### src/rtl/r_fifo_pkt_pkg.sv
// Shared types, width helper and elaboration-time parameter checks for the R-channel FIFO.
// The check macro is global so the top module can guard its parameters.
`ifndef R_FIFO_PKG_SV
`define R_FIFO_PKG_SV

`define R_FIFO_ELAB_CHECK(label, cond, msg) \
    if (!(cond)) begin : label \
        $error(msg); \
    end

package r_fifo_pkg;

    localparam int DEF_ID_WIDTH   = 4;
    localparam int DEF_DATA_WIDTH = 32;
    localparam int RESP_WIDTH     = 2;

    typedef struct packed {
        logic [DEF_ID_WIDTH-1:0]   id;
        logic [DEF_DATA_WIDTH-1:0] data;
        logic [RESP_WIDTH-1:0]     resp;
        logic                      last;
    } r_beat_t;

    // Pointer/count width: index bits plus one wrap bit.
    function automatic int ptr_w(input int depth);
        return $clog2(depth) + 1;
    endfunction

    function automatic bit is_pow2(input int value);
        return (value > 0) && ((value & (value - 1)) == 0);
    endfunction

endpackage

`endif

### src/rtl/r_fifo_pkt_if.sv
// R-channel FIFO bus: write-side beat, pop request, status flags and head beat.
interface r_fifo_pkt_if
    import r_fifo_pkg::*;
#(
    parameter int ID_WIDTH   = 4,
    parameter int DATA_WIDTH = 32,
    parameter int DEPTH      = 8
);
    localparam int CW = ptr_w(DEPTH);

    logic [ID_WIDTH-1:0]   RID;
    logic [DATA_WIDTH-1:0] RDATA;
    logic [1:0]            RRESP;
    logic                  RLAST;
    logic                  push;
    logic                  pop;
    logic                  full;
    logic                  empty;
    logic                  almost_full;
    logic [CW-1:0]         count;
    logic [CW-1:0]         pkt_count;
    logic [ID_WIDTH-1:0]   front_RID;
    logic [DATA_WIDTH-1:0] front_RDATA;
    logic [1:0]            front_RRESP;
    logic                  front_RLAST;

    // push/pop are requests; a request is accepted on a rising edge only when
    // full (for push) or empty (for pop) was low before that edge. Rejected
    // requests are silently dropped; the producer must hold them to retry.
    modport slave (
        input  RID, RDATA, RRESP, RLAST, push, pop,
        output full, empty, almost_full, count, pkt_count,
               front_RID, front_RDATA, front_RRESP, front_RLAST
    );

    modport master (
        output RID, RDATA, RRESP, RLAST, push, pop,
        input  full, empty, almost_full, count, pkt_count,
               front_RID, front_RDATA, front_RRESP, front_RLAST
    );
endinterface

### src/rtl/r_fifo_pkt_sync_fifo_core.sv
// Generic single-clock FWFT storage: pointers with wrap bit, occupancy count and full.
// Enables arrive already qualified by the wrapper; the core never sees a rejected request.
module sync_fifo_core
    import r_fifo_pkg::*;
#(
    parameter int WIDTH = 8,
    parameter int DEPTH = 8,
    localparam int PW   = ptr_w(DEPTH)
) (
    input  logic             clk,
    input  logic             nrst,
    input  logic             wr_en,
    input  logic             rd_en,
    input  logic [WIDTH-1:0] wr_data,
    output logic [WIDTH-1:0] rd_data,
    output logic [PW-1:0]    count,
    output logic             full
);
    localparam int AW = PW - 1;

    logic [WIDTH-1:0] mem [DEPTH];
    logic [PW-1:0]    wr_ptr;
    logic [PW-1:0]    rd_ptr;

    // Storage is deliberately not reset; count gates every read of it.
    always_ff @(posedge clk) begin
        if (wr_en) begin
            mem[wr_ptr[AW-1:0]] <= wr_data;
        end
    end

    always_ff @(posedge clk or negedge nrst) begin
        if (!nrst) begin
            wr_ptr <= '0;
            rd_ptr <= '0;
            count  <= '0;
        end else begin
            if (wr_en) begin
                wr_ptr <= wr_ptr + 1'b1;
            end
            if (rd_en) begin
                rd_ptr <= rd_ptr + 1'b1;
            end
            case ({wr_en, rd_en})
                2'b10:   count <= count + 1'b1;
                2'b01:   count <= count - 1'b1;
                default: count <= count;
            endcase
        end
    end

    assign full    = (count == PW'(DEPTH));
    assign rd_data = mem[rd_ptr[AW-1:0]];

endmodule

### src/rtl/r_fifo_pkt.sv
// AXI R-channel FIFO with occupancy, almost-full and optional whole-burst release.
// In packet mode the head is hidden until an RLAST beat is stored, unless the FIFO is full.
module r_fifo_pkt
    import r_fifo_pkg::*;
#(
    parameter int ID_WIDTH     = 4,
    parameter int DATA_WIDTH   = 32,
    parameter int DEPTH        = 8,
    parameter int PKT_MODE     = 0,
    parameter int AFULL_THRESH = DEPTH - 2
) (
    input logic        clk,
    input logic        nrst,
    r_fifo_pkt_if.slave bus
);
    localparam int CW = ptr_w(DEPTH);

    `R_FIFO_ELAB_CHECK(g_chk_depth, is_pow2(DEPTH) && (DEPTH >= 2), "r_fifo_pkt: DEPTH must be a power of two >= 2")
    `R_FIFO_ELAB_CHECK(g_chk_afull, (AFULL_THRESH >= 1) && (AFULL_THRESH <= DEPTH), "r_fifo_pkt: AFULL_THRESH must be in 1..DEPTH")
    `R_FIFO_ELAB_CHECK(g_chk_mode, (PKT_MODE == 0) || (PKT_MODE == 1), "r_fifo_pkt: PKT_MODE must be 0 or 1")

    typedef struct packed {
        logic [ID_WIDTH-1:0]   id;
        logic [DATA_WIDTH-1:0] data;
        logic [1:0]            resp;
        logic                  last;
    } beat_t;

    localparam int BW = $bits(beat_t);

    beat_t         wr_beat;
    beat_t         head;
    logic [CW-1:0] count;
    logic [CW-1:0] pkt_count;
    logic          full;
    logic          empty;
    logic          push_acc;
    logic          pop_acc;
    logic          pkt_inc;
    logic          pkt_dec;

    assign wr_beat = '{id: bus.RID, data: bus.RDATA, resp: bus.RRESP, last: bus.RLAST};

    // full and empty come from registered state only, so acceptance has no loop.
    assign push_acc = bus.push & ~full;
    assign pop_acc  = bus.pop & ~empty;

    sync_fifo_core #(
        .WIDTH (BW),
        .DEPTH (DEPTH)
    ) u_core (
        .clk     (clk),
        .nrst    (nrst),
        .wr_en   (push_acc),
        .rd_en   (pop_acc),
        .wr_data (wr_beat),
        .rd_data (head),
        .count   (count),
        .full    (full)
    );

    assign pkt_inc = push_acc & wr_beat.last;
    assign pkt_dec = pop_acc & head.last;

    always_ff @(posedge clk or negedge nrst) begin
        if (!nrst) begin
            pkt_count <= '0;
        end else begin
            case ({pkt_inc, pkt_dec})
                2'b10:   pkt_count <= pkt_count + 1'b1;
                2'b01:   pkt_count <= pkt_count - 1'b1;
                default: pkt_count <= pkt_count;
            endcase
        end
    end

    // A burst longer than DEPTH never stores RLAST; full releases it to avoid deadlock.
    generate
        if (PKT_MODE != 0) begin : g_pkt_empty
            assign empty = (count == '0) | ((pkt_count == '0) & ~full);
        end else begin : g_plain_empty
            assign empty = (count == '0);
        end
    endgenerate

    assign bus.full        = full;
    assign bus.empty       = empty;
    assign bus.almost_full = (count >= CW'(AFULL_THRESH));
    assign bus.count       = count;
    assign bus.pkt_count   = pkt_count;

    // Storage is unreset, so the head is masked whenever nothing is stored.
    always_comb begin
        bus.front_RID   = '0;
        bus.front_RDATA = '0;
        bus.front_RRESP = '0;
        bus.front_RLAST = 1'b0;
        if (count != '0) begin
            bus.front_RID   = head.id;
            bus.front_RDATA = head.data;
            bus.front_RRESP = head.resp;
            bus.front_RLAST = head.last;
        end
    end

endmodule

### src/flat_wrapper.sv
// flat-port wrapper written by rule: the top's interface ports become plain ports
module r_fifo_pkt_flat import r_fifo_pkg::*;
#(
    parameter int ID_WIDTH     = 4,
    parameter int DATA_WIDTH   = 32,
    parameter int DEPTH        = 8,
    parameter int PKT_MODE     = 0,
    parameter int AFULL_THRESH = DEPTH - 2
)
  (clk, nrst, bus_RID, bus_RDATA, bus_RRESP, bus_RLAST, bus_push, bus_pop, bus_full, bus_empty, bus_almost_full, bus_count, bus_pkt_count, bus_front_RID, bus_front_RDATA, bus_front_RRESP, bus_front_RLAST);
  r_fifo_pkt_if #(.ID_WIDTH(ID_WIDTH), .DATA_WIDTH(DATA_WIDTH), .DEPTH(DEPTH)) bus_i ();
  input logic clk;
  input logic nrst;
  input wire logic [$bits(bus_i.RID)-1:0] bus_RID;
  input wire logic [$bits(bus_i.RDATA)-1:0] bus_RDATA;
  input wire logic [$bits(bus_i.RRESP)-1:0] bus_RRESP;
  input wire logic [$bits(bus_i.RLAST)-1:0] bus_RLAST;
  input wire logic [$bits(bus_i.push)-1:0] bus_push;
  input wire logic [$bits(bus_i.pop)-1:0] bus_pop;
  output wire logic [$bits(bus_i.full)-1:0] bus_full;
  output wire logic [$bits(bus_i.empty)-1:0] bus_empty;
  output wire logic [$bits(bus_i.almost_full)-1:0] bus_almost_full;
  output wire logic [$bits(bus_i.count)-1:0] bus_count;
  output wire logic [$bits(bus_i.pkt_count)-1:0] bus_pkt_count;
  output wire logic [$bits(bus_i.front_RID)-1:0] bus_front_RID;
  output wire logic [$bits(bus_i.front_RDATA)-1:0] bus_front_RDATA;
  output wire logic [$bits(bus_i.front_RRESP)-1:0] bus_front_RRESP;
  output wire logic [$bits(bus_i.front_RLAST)-1:0] bus_front_RLAST;
  assign bus_i.RID = bus_RID;
  assign bus_i.RDATA = bus_RDATA;
  assign bus_i.RRESP = bus_RRESP;
  assign bus_i.RLAST = bus_RLAST;
  assign bus_i.push = bus_push;
  assign bus_i.pop = bus_pop;
  assign bus_full = bus_i.full;
  assign bus_empty = bus_i.empty;
  assign bus_almost_full = bus_i.almost_full;
  assign bus_count = bus_i.count;
  assign bus_pkt_count = bus_i.pkt_count;
  assign bus_front_RID = bus_i.front_RID;
  assign bus_front_RDATA = bus_i.front_RDATA;
  assign bus_front_RRESP = bus_i.front_RRESP;
  assign bus_front_RLAST = bus_i.front_RLAST;
  r_fifo_pkt #(.ID_WIDTH(ID_WIDTH), .DATA_WIDTH(DATA_WIDTH), .DEPTH(DEPTH), .PKT_MODE(PKT_MODE), .AFULL_THRESH(AFULL_THRESH)) u_core (.clk(clk), .nrst(nrst), .bus(bus_i));
endmodule
### config.mk
export PLATFORM = sky130hd
export DESIGN_NAME = r_fifo_pkt_flat
export DESIGN_NICKNAME = d
export VERILOG_FILES = /design/src/rtl/r_fifo_pkt_pkg.sv /design/src/rtl/r_fifo_pkt_if.sv /design/src/rtl/r_fifo_pkt_sync_fifo_core.sv /design/src/rtl/r_fifo_pkt.sv /design/src/flat_wrapper.sv
export SDC_FILE = /design/constraint.sdc
export NUM_CORES = 1
export LEC_CHECK = 0
export ABC_AREA = 1
export BUFFER_PORTS_ARGS = -buffer_cell sky130_fd_sc_hd__buf_2
export CORE_UTILIZATION = 54
export DETAILED_ROUTE_END_ITERATION = 7
export GPL_TIMING_DRIVEN = 0
export PLACE_DENSITY = 0.75
export SLEW_MARGIN = 40
export SYNTH_ARGS = -nofsm -noshare
export SYNTH_HDL_FRONTEND = slang
export SYNTH_SLANG_ARGS = --single-unit
export TNS_END_PERCENT = 50
### constraint.sdc
create_clock -name clk -period 2.9 [get_ports clk]
set_clock_uncertainty 0.1 [all_clocks]
set_input_delay 0.145 -clock clk [delete_from_list [all_inputs] [get_ports clk]]
set_output_delay 0.145 -clock clk [all_outputs]
set_load 0.1 [all_outputs]
==> results by stage, run 1 <==
STA:
- In the finished design, the share of the clock period the worst path needs comes to 98.9%.
- The setup-violating endpoint count in the final report is 0.
- The normalized max-slew margin is 56.2%.
- For this run, the top clock speed supported by timing is 349 MHz.
- The count of final max-slew check failures is 0.
- Setup repair after global routing could not meet its margin everywhere.
- The shortest period the worst path allows is 2.87 ns.
- The number of endpoints with negative hold slack in the final report is 0.
- At the pin with the least slew margin, the transition time is 0.658 ns.

Synthesis:
- The largest family of logic cells by synthesized area is simple AND/OR/NAND/NOR gates.
- The post-synthesis net count is 1097.
- Summing the areas of all fa, ha and maj instances in the mapped netlist gives 0.760% of the synthesized area.
- Averaged over all synthesized cells, the footprint is 12.6 µm².
- The parity-gate share of the synthesized area counting xor and xnor cells is 0.599%.
- In this run, distinct cell masters in the synthesized netlist total 24.
- Of the synthesized area, sequential elements account for 73.8%.
- The Yosys step of the flow raised 0 warnings.
- After synthesis, the share of cell area in mux cells is 0%.
- The gate count of the mapped netlist is 1046.
- Summing the areas of all compound-gate instances in the mapped netlist gives 10.5% of the synthesized area.
- The cell area after synthesis is 13200 µm².
- The flip-flop and latch count after synthesis is 326.
- Of the total synthesized cell area, the portion taken by AND, OR, NAND and NOR gates is 10.8%.

Floorplanning:
- The die boundary width is 158 µm.
- During I/O placement, the number of pins put on the boundary was 93.
- The core region area is 23700 µm².
- The height of the die is 158 µm.
- The floorplan step defined a die boundary enclosing 25000 µm².
- The number of placement rows is 56.
- For this configuration, the core starts out at a cell density of 55.6%.

Placed design:
- After legalization and detailed placement, the total HPWL measured 19800 µm.
- During placement, the flow inserted port buffers numbering 92.
- The placed instances occupy a cell area of 14500 µm².
- The routability-driven placement congestion ratio is 0.780.

Setup path:
- The number of cell instances on the worst register-to-register path is 16.
- The nature of the critical path startpoint is a register.
- The setup check on the worst reg-to-reg path leaves a slack of 0.20 ns.
- Data on the critical path arrives at its endpoint at 2.62 ns.
- The largest driver fanout on the critical path is 10.
- Counting both buffers and inverters, the worst setup path holds a total of 4.
- The critical path goes through buf_6 > inv_1 > buf_2 > o21ai_0 > o22ai_1 > nor2_1 > nor2_1 > clkbuf_4.
- The sort of element at the end of the critical path is a primary output.
- The critical path is of the reg2out type.
- The worst register-to-register path begins at u_core.u_core.rd_ptr[0]$_DFFE_PN0P_.
- The required arrival time at the worst endpoint is 2.65 ns.
- The biggest cell delay along the critical path is 0.40 ns.
- The slowest stage of the critical path is the sky130_fd_sc_hd__dfrtp_1 cell.
- The worst register-to-register path ends at u_core.bus.pkt_count[2]$_DFFE_PN0P_.
- The most common cell type on the critical path is sky130_fd_sc_hd__nor2_1.
- The number of cells on the critical path is 8.
- The kind of cell with the highest combined delay on the critical path is buffers and inverters.

GRT:
- The number of global-route vias before repair is 8763.
- Entering global routing, the biggest net connects 20 pins.
- The total routing usage reported by global routing is 25.3%.
- The remaining global-route overflow is 0.
- The wire length of the first global-routing pass is 47000 µm.
- The initial antenna violation count was 0.

Drt:
- The average detailed-routed wire length per instance is 19.6 µm.
- The final wirelength is 30800 µm.
- The number of DRC violations after detailed-routing iteration 0 is 843.
- After detailed routing, the number of vias per cell comes to 5.60.
- The routed layout has 8800 vias.
- The post-route DRC violation count is 0.
- The first-pass iteration count of the detailed router is 5.
- The count of nets left with antenna violations once routing finished came out at 0.

Cells and area:
- At the end of the flow, the number of nets in the layout was 1281.
- Across the whole layout, storage elements account for 9720 µm².
- The number of antenna diodes in the final layout is 0.
- Leaving out fill and tap cells, the most frequent cell in the layout is sky130_fd_sc_hd__edfxtp_1.
- The library cells used most frequently in the layout, excluding fill and tap cells, are sky130_fd_sc_hd__edfxtp_1, sky130_fd_sc_hd__nor2_1, sky130_fd_sc_hd__o21ai_0.
- The multi-input combinational cells in the finished layout cover a total of 3040 µm².
- The fill cell total of the finished layout is 1650.
- The area of all placed cells without fillers is 16000 µm².
- Of the cells placed in the final design, the portion with a size suffix greater than 1 is 17.4%.
- Relative to the synthesized area, the layout overhead comes to 21.7%.

Job:
- The max-cap violation count is 0.

Clock network:
- The TritonCTS clock tree is done.
- The clock drives 326 sinks.
- The number of buffers on the longest clock path is 3.
- The number of buffers added for setup after CTS is 0.
- The H-tree depth reported by CTS is 1.
- For the worst-skew pair, the clock arrives at the later sink with an insertion delay of 0.55 ns.
- The clock root buffer is sky130_fd_sc_hd__clkbuf_16.
- The number of CTS-inserted buffers is 31.
- After clock tree synthesis, the clock-pin slew on the worst setup and hold paths is 0.06 ns.

Min path:
- The type of the tightest min-delay check is in2async.

Outcome:
- The flow ran to the end, and the final reports show no timing, DRC or antenna violations.
==> synthesized netlist by cell type <==
| master | n | area (µm²) |
|---|---|---|
| sky130_fd_sc_hd__edfxtp_1 | 312 | 9370 |
| sky130_fd_sc_hd__nor2_1 | 287 | 1080 |
| sky130_fd_sc_hd__o21ai_0 | 162 | 811 |
| sky130_fd_sc_hd__nand2_1 | 78 | 293 |
| sky130_fd_sc_hd__o22ai_1 | 38 | 238 |
| sky130_fd_sc_hd__o211ai_1 | 36 | 270 |
| sky130_fd_sc_hd__clkbuf_1 | 27 | 101 |
| sky130_fd_sc_hd__inv_1 | 20 | 75.1 |
| sky130_fd_sc_hd__buf_6 | 15 | 169 |
| sky130_fd_sc_hd__buf_2 | 14 | 70.1 |
| sky130_fd_sc_hd__dfrtp_1 | 14 | 350 |
| sky130_fd_sc_hd__ha_1 | 8 | 100 |
| sky130_fd_sc_hd__nand3_1 | 8 | 40.0 |
| sky130_fd_sc_hd__clkbuf_2 | 5 | 25.0 |
| sky130_fd_sc_hd__xor2_1 | 5 | 43.8 |
| sky130_fd_sc_hd__a21oi_1 | 4 | 20.0 |
| sky130_fd_sc_hd__xnor2_1 | 4 | 35.0 |
| sky130_fd_sc_hd__o211ai_2 | 2 | 25.0 |
| sky130_fd_sc_hd__o21ai_2 | 2 | 17.5 |
| sky130_fd_sc_hd__buf_1 | 1 | 3.75 |
| sky130_fd_sc_hd__buf_4 | 1 | 7.51 |
| sky130_fd_sc_hd__buf_8 | 1 | 15.0 |
| sky130_fd_sc_hd__inv_2 | 1 | 3.75 |
| sky130_fd_sc_hd__or2_2 | 1 | 6.26 |
==> worst max path at each step <==
stage,from,end,slack [ns]
6_report,u_core.u_core.rd_ptr[1]$_DFFE_PN0P_,bus_front_RDATA[24],0.03
5_1_grt,u_core.u_core.rd_ptr[1]$_DFFE_PN0P_,bus_front_RDATA[30],-0.03
4_1_cts,u_core.u_core.rd_ptr[1]$_DFFE_PN0P_,bus_front_RDATA[24],-0.04
3_5_place_dp,u_core.u_core.rd_ptr[1]$_DFFE_PN0P_,u_core.bus.pkt_count[2]$_DFFE_PN0P_,0.05
3_3_place_gp,u_core.u_core.count[2]$_DFFE_PN0P_,u_core.u_core.mem[3][8]$_DFFE_PP_,-0.60
2_1_floorplan,u_core.u_core.count[2]$_DFFE_PN0P_,u_core.u_core.mem[0][0]$_DFFE_PP_,-0.41
==> flip-flops by register name (all words and copies together) (netlist names) <==
register              count
u_core.u_core.mem       312
u_core.u_core.wr_ptr      3
u_core.u_core.rd_ptr      3
u_core.u_core.count       4
u_core.bus.pkt_count      4
==> through the flow <==
| stage | cells | setup TNS [ns] | hold slack (ns) | setup slack, ns | util [%] |
|---|---|---|---|---|---|
| after floorplan | 1046 | -115.21 | -0.251 | -0.406 | - |
| after global placement | 1457 | -131.69 | -0.0216 | -0.603 | 59.3 |
| after detailed placement | 1473 | 0 | -0.0173 | 0.0533 | 61.1 |
| after CTS | 1572 | -0.0429 | 0.276 | -0.0429 | 67.5 |
| after global routing | 1572 | -0.0720 | 0.0583 | -0.0295 | 67.6 |
| final | 1572 | 0 | 0.0210 | 0.0316 | 67.6 |
==> cells by family (layout without fill, tap and decap cells) <==
family	count (synthesis)	count (layout)
AO/OA/AOI/OAI	244	244
XOR/XNOR	9	9
adder cells (fa/ha/maj)	8	8
buffers and inverters	85	292
flip-flops	326	326
AND/OR/NAND/NOR	374	374
==> routing by layer <==
layer | vias to the layer above | share of wire [%] | global-route usage, %
met5 | - | 0 | 0
li1 | 4111 | - | -
met2 | 364 | 49 | 42.9
met1 | 4266 | 41 | 33.3
met4 | 0 | 2.6 | 9.62
met3 | 59 | 6.8 | 3.12
==> layout make-up <==
type                            count  area share, %
Buffer                             64           2.52
Clock buffer                       40           5.37
Clock inverter                     16           1.27
Inverter                           21          0.492
Multi-Input combinational cell    635           19.0
Sequential cell                   326           60.7
Tap cell                          319           2.49
Timing Repair Buffer              151           8.17
==> timing repair <==
item | in CTS | in global routing
hold buffers | 43 | 0
pin swaps | 0 | 0
gates resized for setup | 14 | 22
gates cloned | 0 | 0
setup endpoints to repair | 33 | 30
hold endpoints to repair | 329 | 0
==> tightest hold or removal path, cell delays in order <==
cell,delay (ns)
sky130_fd_sc_hd__dlygate4sd3_1,0.52
sky130_fd_sc_hd__buf_2,0.09
sky130_fd_sc_hd__buf_2,0.33
Power of run 1 is left out: the tool's default activity adds up to more than one toggle a clock period on the data nets, which glitch-free logic cannot reach.
==> run 2: changes to the inputs <==
- CORE_MARGIN: unset -> 2
- CTS_BUF_LIST: unset -> sky130_fd_sc_hd__clkbuf_4 sky130_fd_sc_hd__clkbuf_8 sky130_fd_sc_hd__clkbuf_16
- PLACE_DENSITY: 0.75 -> 0.78
==> run 2 against run 1 <==
Core utilization decreased by 0.83 points. Critical path depth up 4. Design area rose by 0.54%. Via count grew 3.0%. Hold slack improved by 0.090 ns. Sequential share of layout area shrank 0.32 points. Maximum frequency up 3.1%. Global-route usage shrank 0.75 points. Critical path type is now reg2reg. Largest cell class unchanged. Highest routed layer unchanged.
==> results by stage, run 2 (synthesis results as in run 1) <==
Placed design:
- Summing all placed instances gives a cell area of 14500 µm².
- The routability-driven placement congestion ratio is 0.769.
- In this run, placement finished with an instance count of 1478.
- Summed over all nets, the half-perimeter wirelength after detailed placement is 19900 µm.
- During placement, the flow inserted port buffers numbering 92.

Floorplanning:
- The overall die area is 25600 µm².
- The core region area is 24100 µm².
- After floorplanning, the core was divided into 57 placement rows.
- Measured along the y axis, the die boundary spans 160 µm.
- The initial utilization of the core area, before any placement, comes to 54.6%.
- The boundary pin count is 93.
- The die boundary width is 160 µm.

STA:
- Derived from the worst setup path, the maximum achievable clock frequency is 359 MHz.
- The final critical path takes up 95.9% of the cycle.
- The number of endpoints with negative hold slack in the final report is 0.
- For the pin with the worst max-slew slack, the measured transition is 0.728 ns.
- The clock period could shrink to 2.78 ns.
- Setup violations remaining at the end of the flow were counted as 0.
- Setup total negative slack on the finished layout was measured at 0 ns.
- The count of final max-slew check failures was 0.
- The normalized max-slew margin is 51.5%.

Job:
- The max-cap violation count is 0.

Setup path:
- Of all nets on the critical path, the largest fanout is 10.
- The worst register-to-register path begins at u_core.u_core.rd_ptr[2]$_DFFE_PN0P_.
- Among the stages of the critical path, the cell type that occurs most often is sky130_fd_sc_hd__nand2_1.
- The number of cells on the worst reg-to-reg path is 12.
- The setup slack of the worst register-to-register path is 0.12 ns.
- The worst flop-to-flop path endpoint is u_core.bus.pkt_count[2]$_DFFE_PN0P_.
- The kind of critical path is reg2reg.
- The nature of the critical path startpoint is a register.
- At the worst endpoint, the arrival time is 3.05 ns.
- The master of the slowest instance on the critical path is sky130_fd_sc_hd__clkbuf_1.
- At the worst endpoint, the required time is 3.17 ns.
- In this design, the stage delay of the slowest critical-path cell is 0.57 ns.
- The start point of the critical path is u_core.u_core.rd_ptr[2]$_DFFE_PN0P_.
- The sort of element at the end of the critical path is a register.
- Walking the worst path, the cells encountered are buf_2 > clkbuf_1 > nand2_1 > a21oi_2 > ha_2 > nand2_1 > inv_1 > nor2_1 > ha_1 > a21oi_1 > xor2_1 > o21ai_0.

Clock network:
- After clock tree synthesis, the setup repair step added 0 buffers.
- TritonCTS created 34 clock buffers.
- TritonCTS built the clock tree.
- CTS built an H-tree with a depth of 2.
- The number of buffers on the longest clock path is 3.
- Counting every sink on the clock net gives 326.
- The register clock-pin slew on the reported worst setup and hold paths is 0.06 ns.
- The clock latency of the later-clocked register in the worst-skew pair is 0.50 ns.
- Clock tree synthesis selected as its root buffer the cell sky130_fd_sc_hd__clkbuf_16.

GRT:
- The number of global-route vias before repair is 8744.
- The total routing usage reported by global routing is 24.5%.
- The initial antenna violation count came to 0.
- The remaining global-route overflow is 0.
- The wire length of the first global-routing pass is 48300 µm.
- Entering global routing, the biggest net connects 20 pins.

Cells and area:
- Of the cells placed in the final design, the portion with a size suffix greater than 1 is 18.4%.
- The number of flip-flops under the largest register name is 312.
- The area growth from synthesis to layout is 22.3%.
- The final layout contains 1284 nets.
- The top cell types in the final layout, fill and taps aside, are sky130_fd_sc_hd__edfxtp_1, sky130_fd_sc_hd__nor2_1, sky130_fd_sc_hd__o21ai_0.
- The fill cell total of the finished layout is 1731.
- The post-route non-filler standard cell count is 1582.
- Summing all non-filler instances in the final layout gives an area of 16100 µm².
- At the end of the flow the core is filled with cells to 66.8%.
- The most common cell after layout, fill and taps aside is sky130_fd_sc_hd__edfxtp_1.
- The count of inserted antenna diode cells is 0.

Min path:
- The type of the tightest min-delay check is in2async.

Drt:
- After detailed routing, the number of remaining DRC violations is 0.
- The via-per-instance ratio is 5.73.
- The final wirelength is 31600 µm.
- The detailed router finished its first iteration with 954 violations.
- The average detailed-routed wire length per instance is 20.0 µm.
- Detailed routing inserted a total of 9066 vias.
- The detail route stage leaves a number of antenna-violating nets equal to 0.
- For this run, the detailed router's first-pass iteration total came to 5.

Outcome:
- The flow ran to the end, and the final reports show no timing, DRC or antenna violations.
==> run 2: changes by cell type in the layout (fill, tap and decap cells not counted), sizes merged <==
cell / previous run / this run
clkinv: 9 / 13
clkbuf: 79 / 82
buf: 134 / 133
bufinv: 5 / 4
==> run 2: stage by stage <==
| step | hold slack, ns | worst slack, ns |
|---|---|---|
| CTS | 0.329 | 0.0111 |
| global route | 0.144 | -0.0205 |
| floorplan | -0.251 | -0.406 |
| global placement | -0.0237 | -0.618 |
| detailed placement | -0.0250 | 0.0757 |
| finish | 0.110 | 0.118 |
==> run 2: layout make-up <==
type | instances | area (µm²) | area share [%]
sequential | 326 | 9720 | 60.4
multi-input combinational | 635 | 3050 | 18.9
timing repair buffer | 151 | 1270 | 7.91
clock buffer | 42 | 963 | 5.98
buffer | 64 | 410 | 2.55
tap | 324 | 405 | 2.52
clock inverter | 19 | 205 | 1.27
inverter | 21 | 78.8 | 0.489
==> run 2: repair_timing <==
item                                    in CTS  in global routing
gates cloned                                 0                  0
pin swaps                                    0                  1
hold buffers                                43                  0
gates resized for setup                      5                 31
endpoints found under the hold margin      328                  0
endpoints found under the setup margin       4                 34
==> run 2: how the worst max path moves through the flow <==
stage                                               end  slack (ns)  cells after the start
finish              u_core.bus.pkt_count[2]$_DFFE_PN0P_        0.12                     12
global route        u_core.bus.pkt_count[2]$_DFFE_PN0P_       -0.02                     16
CTS                                 bus_front_RDATA[13]        0.01                      8
detailed placement  u_core.bus.pkt_count[2]$_DFFE_PN0P_        0.08                     15
global placement      u_core.u_core.mem[3][8]$_DFFE_PP_       -0.62                      6
floorplan             u_core.u_core.mem[0][0]$_DFFE_PP_       -0.41                      5
==> run 2: routing by layer <==
layer,share of wire (%),GRT usage [%]
met1,39,33.3
met2,49,40.0
met3,9.6,4.94
met4,2.4,8.44
met5,0,0
==> run 2: worst max-delay path: cells and delay by family, from the launching register on <==
family                     cells  cell delay [ns]
DFF                            1             0.32
xor gates and xnor gates       1             0.15
adders and majority gates      2             0.40
and+or+nand+nor                3             0.42
AOI/OAI and AO/OA              3             0.47
buffers and inverters          3             0.78
Power of run 2 is left out for the same reason.
==> run 3: changes to the inputs <==
- CORE_ASPECT_RATIO: unset -> 1.4
- CORE_MARGIN: 2 -> 4
==> run 3 against run 2 <==
Via count is 2.2% higher. Sequential cell count is the same. First-iteration DRC count is 30% higher. Clock-buffer cell count unchanged. Design area is 1.3% lower. Setup slack got worse by 0.053 ns. Highest routed layer unchanged. Critical path depth down 3. Register-to-register slack better by 0.07 ns. Hold slack improved by 0.21 ns. Maximum frequency down 1.9%. Global-route usage down 0.17 points. Die area rose by 5.2%. Critical endpoint is now bus_front_RDATA[11].
==> results by stage, run 3 (synthesis results as in run 1) <==
Outcome:
- The run finished with clean final reports.

Setup path:
- The critical path in this run is classified as reg2out.
- The master of the slowest instance on the critical path is sky130_fd_sc_hd__dfrtp_2.
- The biggest cell delay along the critical path is 0.46 ns.
- The worst setup path is captured at a primary output.
- The most common cell type on the critical path is sky130_fd_sc_hd__buf_6.
- The nature of the critical path startpoint is a register.
- Along the worst path, the maximum fanout reaches 10.
- The required arrival time at the worst endpoint is 2.65 ns.
- Traced cell by cell, the critical path runs through inv_2 > buf_6 > buf_6 > buf_6 > nor2_1 > o211ai_1 > nand2_1 > nor2_1 > buf_2.
- Data on the critical path arrives at its endpoint at 2.59 ns.

Floorplanning:
- The die boundary width is 140 µm.
- The core region is 24000 µm².
- The floorplan has 67 rows.
- The initial utilization of the core area, before any placement, comes to 54.9%.
- 93 I/O pins were placed.
- The die is 193 µm tall.
- The overall die area is 27000 µm².

GRT:
- Global routing consumed, on the met3 layer, 2.93% of the routing resources.
- The initial antenna violation count is 0.
- The remaining global-route overflow is 0.
- The pin count of the biggest net entering global routing is 17.
- The met1 demand-to-capacity share in global routing is 29.8%.
- The layer carrying the most global-route usage is met2.
- The number of global-route vias before repair is 9527.
- Global routing consumed, on the met2 layer, 44.1% of the routing resources.
- The first global-routing pass estimated 51200 µm of wire.
- The total routing usage reported by global routing is 24.3%.

STA:
- Headroom to the max-slew limit came out at 51.6%.
- At the pin with the least slew margin, the transition time is 0.724 ns.
- The period utilization is 97.8%.
- For this run, the top clock speed supported by timing is 353 MHz.
- The shortest period the worst path allows is 2.84 ns.
- The tightest hold path in the finished design has a slack of 0.317 ns.
- The number of endpoints with negative hold slack in the final report is 0.
- The count of final max-slew check failures was 0.
- The setup-violating endpoint count in the final report is 0.

Clock network:
- The clock latency of the later-clocked register in the worst-skew pair is 0.54 ns.
- The number of CTS-inserted buffers is 29.
- The clock net sink count is 326.
- The TritonCTS clock tree is done.
- After clock tree synthesis, the clock-pin slew on the worst setup and hold paths is 0.06 ns.
- The clock root buffer is sky130_fd_sc_hd__clkbuf_16.
- The number of buffers on the longest clock path is 3.
- CTS built an H-tree with a depth of 1.

Placed design:
- After legalization and detailed placement, the total HPWL measured 21400 µm.
- In this run the tool buffered the top-level ports with 92 buffer cells.
- Once placement completed, the tool counted placed cells totaling 1464.
- At the end of routability-driven placement, the weighted congestion stood at 0.811.

Drt:
- The post-route DRC violation count is 0.
- Dividing the detail-routed wire length by the instance count gives 21.4 µm.
- The remaining antenna violation count is 0.
- The first-pass iteration count of the detailed router is 6.
- The final wirelength is 33300 µm.
- The routed layout has 9268 vias.
- Using the TritonRoute via totals, the vias-per-cell ratio works out to 5.95.
- For this block, the initial DRC count from the detailed router was 1242.

Cells and area:
- The ratio of cells with drive above 1 in the final layout is 18.1%.
- 0 antenna diodes ended up in the layout.
- The final layout contains 1279 nets.
- In the layout the commonest cells are sky130_fd_sc_hd__edfxtp_1, sky130_fd_sc_hd__nor2_1, sky130_fd_sc_hd__o21ai_0.
- Cells fill 66.3% of the core in the end.
- The area growth from synthesis to layout is 20.7%.
- The count of cells in the finished layout, fillers not included, comes to 1558.
- The number of flip-flops under the largest register name is 312.
- The most common cell after layout, fill and taps aside is sky130_fd_sc_hd__edfxtp_1.

Min path:
- In this run the worst hold path is classified as in2reg.

Job:
- Max-cap violations in this run came to 0.
==> run 3: repair_timing <==
action | 4_1_cts | 5_1_grt
setup buffers | 0 | 0
endpoints found under the hold margin | 329 | 0
resized for setup | 10 | 34
endpoints found under the setup margin | 24 | 31
hold buffers | 43 | 0
==> run 3: cell type report <==
class / count / area (µm²)
flip-flops and latches: 326 / 9720
clock buffers: 42 / 823
multi-input cells: 635 / 3040
plain buffers: 64 / 415
clock inverters: 9 / 97.6
well taps: 310 / 388
repair buffers: 151 / 1330
inverters: 21 / 78.8
fillers: 1698 / 8080
==> run 3: worst paths after layout <==
kind	from	cells past startpoint	slack (ns)	endpoint
max in group asynchronous	nrst	3	1.54	u_core.u_core.rd_ptr[0]$_DFFE_PN0P_
worst max-delay path	u_core.u_core.rd_ptr[0]$_DFFE_PN0P_	9	0.06	bus_front_RDATA[11]
worst max register to register	u_core.u_core.rd_ptr[0]$_DFFE_PN0P_	15	0.19	u_core.bus.pkt_count[2]$_DFFE_PN0P_
worst min-delay path	bus_RDATA[24]	2	0.32	u_core.u_core.mem[7][27]$_DFFE_PP_
worst min register to register	u_core.bus.pkt_count[3]$_DFFE_PN0P_	2	0.44	u_core.bus.pkt_count[3]$_DFFE_PN0P_
min in group asynchronous	nrst	3	0.66	u_core.u_core.rd_ptr[2]$_DFFE_PN0P_
==> run 3: through the flow <==
stage / worst slack [ns] / area [µm²] / setup TNS, ns
after floorplan: -0.406 / 13200 / -115.21
after global placement: -0.614 / 14000 / -144.09
after detailed placement: 0.0653 / 14500 / 0
after CTS: 0.00368 / 15900 / 0
after global routing: -0.000658 / 15900 / -0.000658
final: 0.0650 / 15900 / 0
==> run 3: critical path: cells and delay by family, from the launching register on <==
| family | cells | cell delay (ns) |
|---|---|---|
| AO/OA/AOI/OAI | 1 | 0.23 |
| AND/OR/NAND/NOR | 3 | 0.28 |
| flip-flops | 1 | 0.46 |
| buffers and inverters | 5 | 1.06 |
==> run 3: layer usage <==
metal,vias to the layer above,part of all wire (%)
met5,-,0
met4,0,3.5
met3,88,7.9
met2,527,52
met1,4536,37
li1,4117,-
Power of run 3 is left out for the same reason.
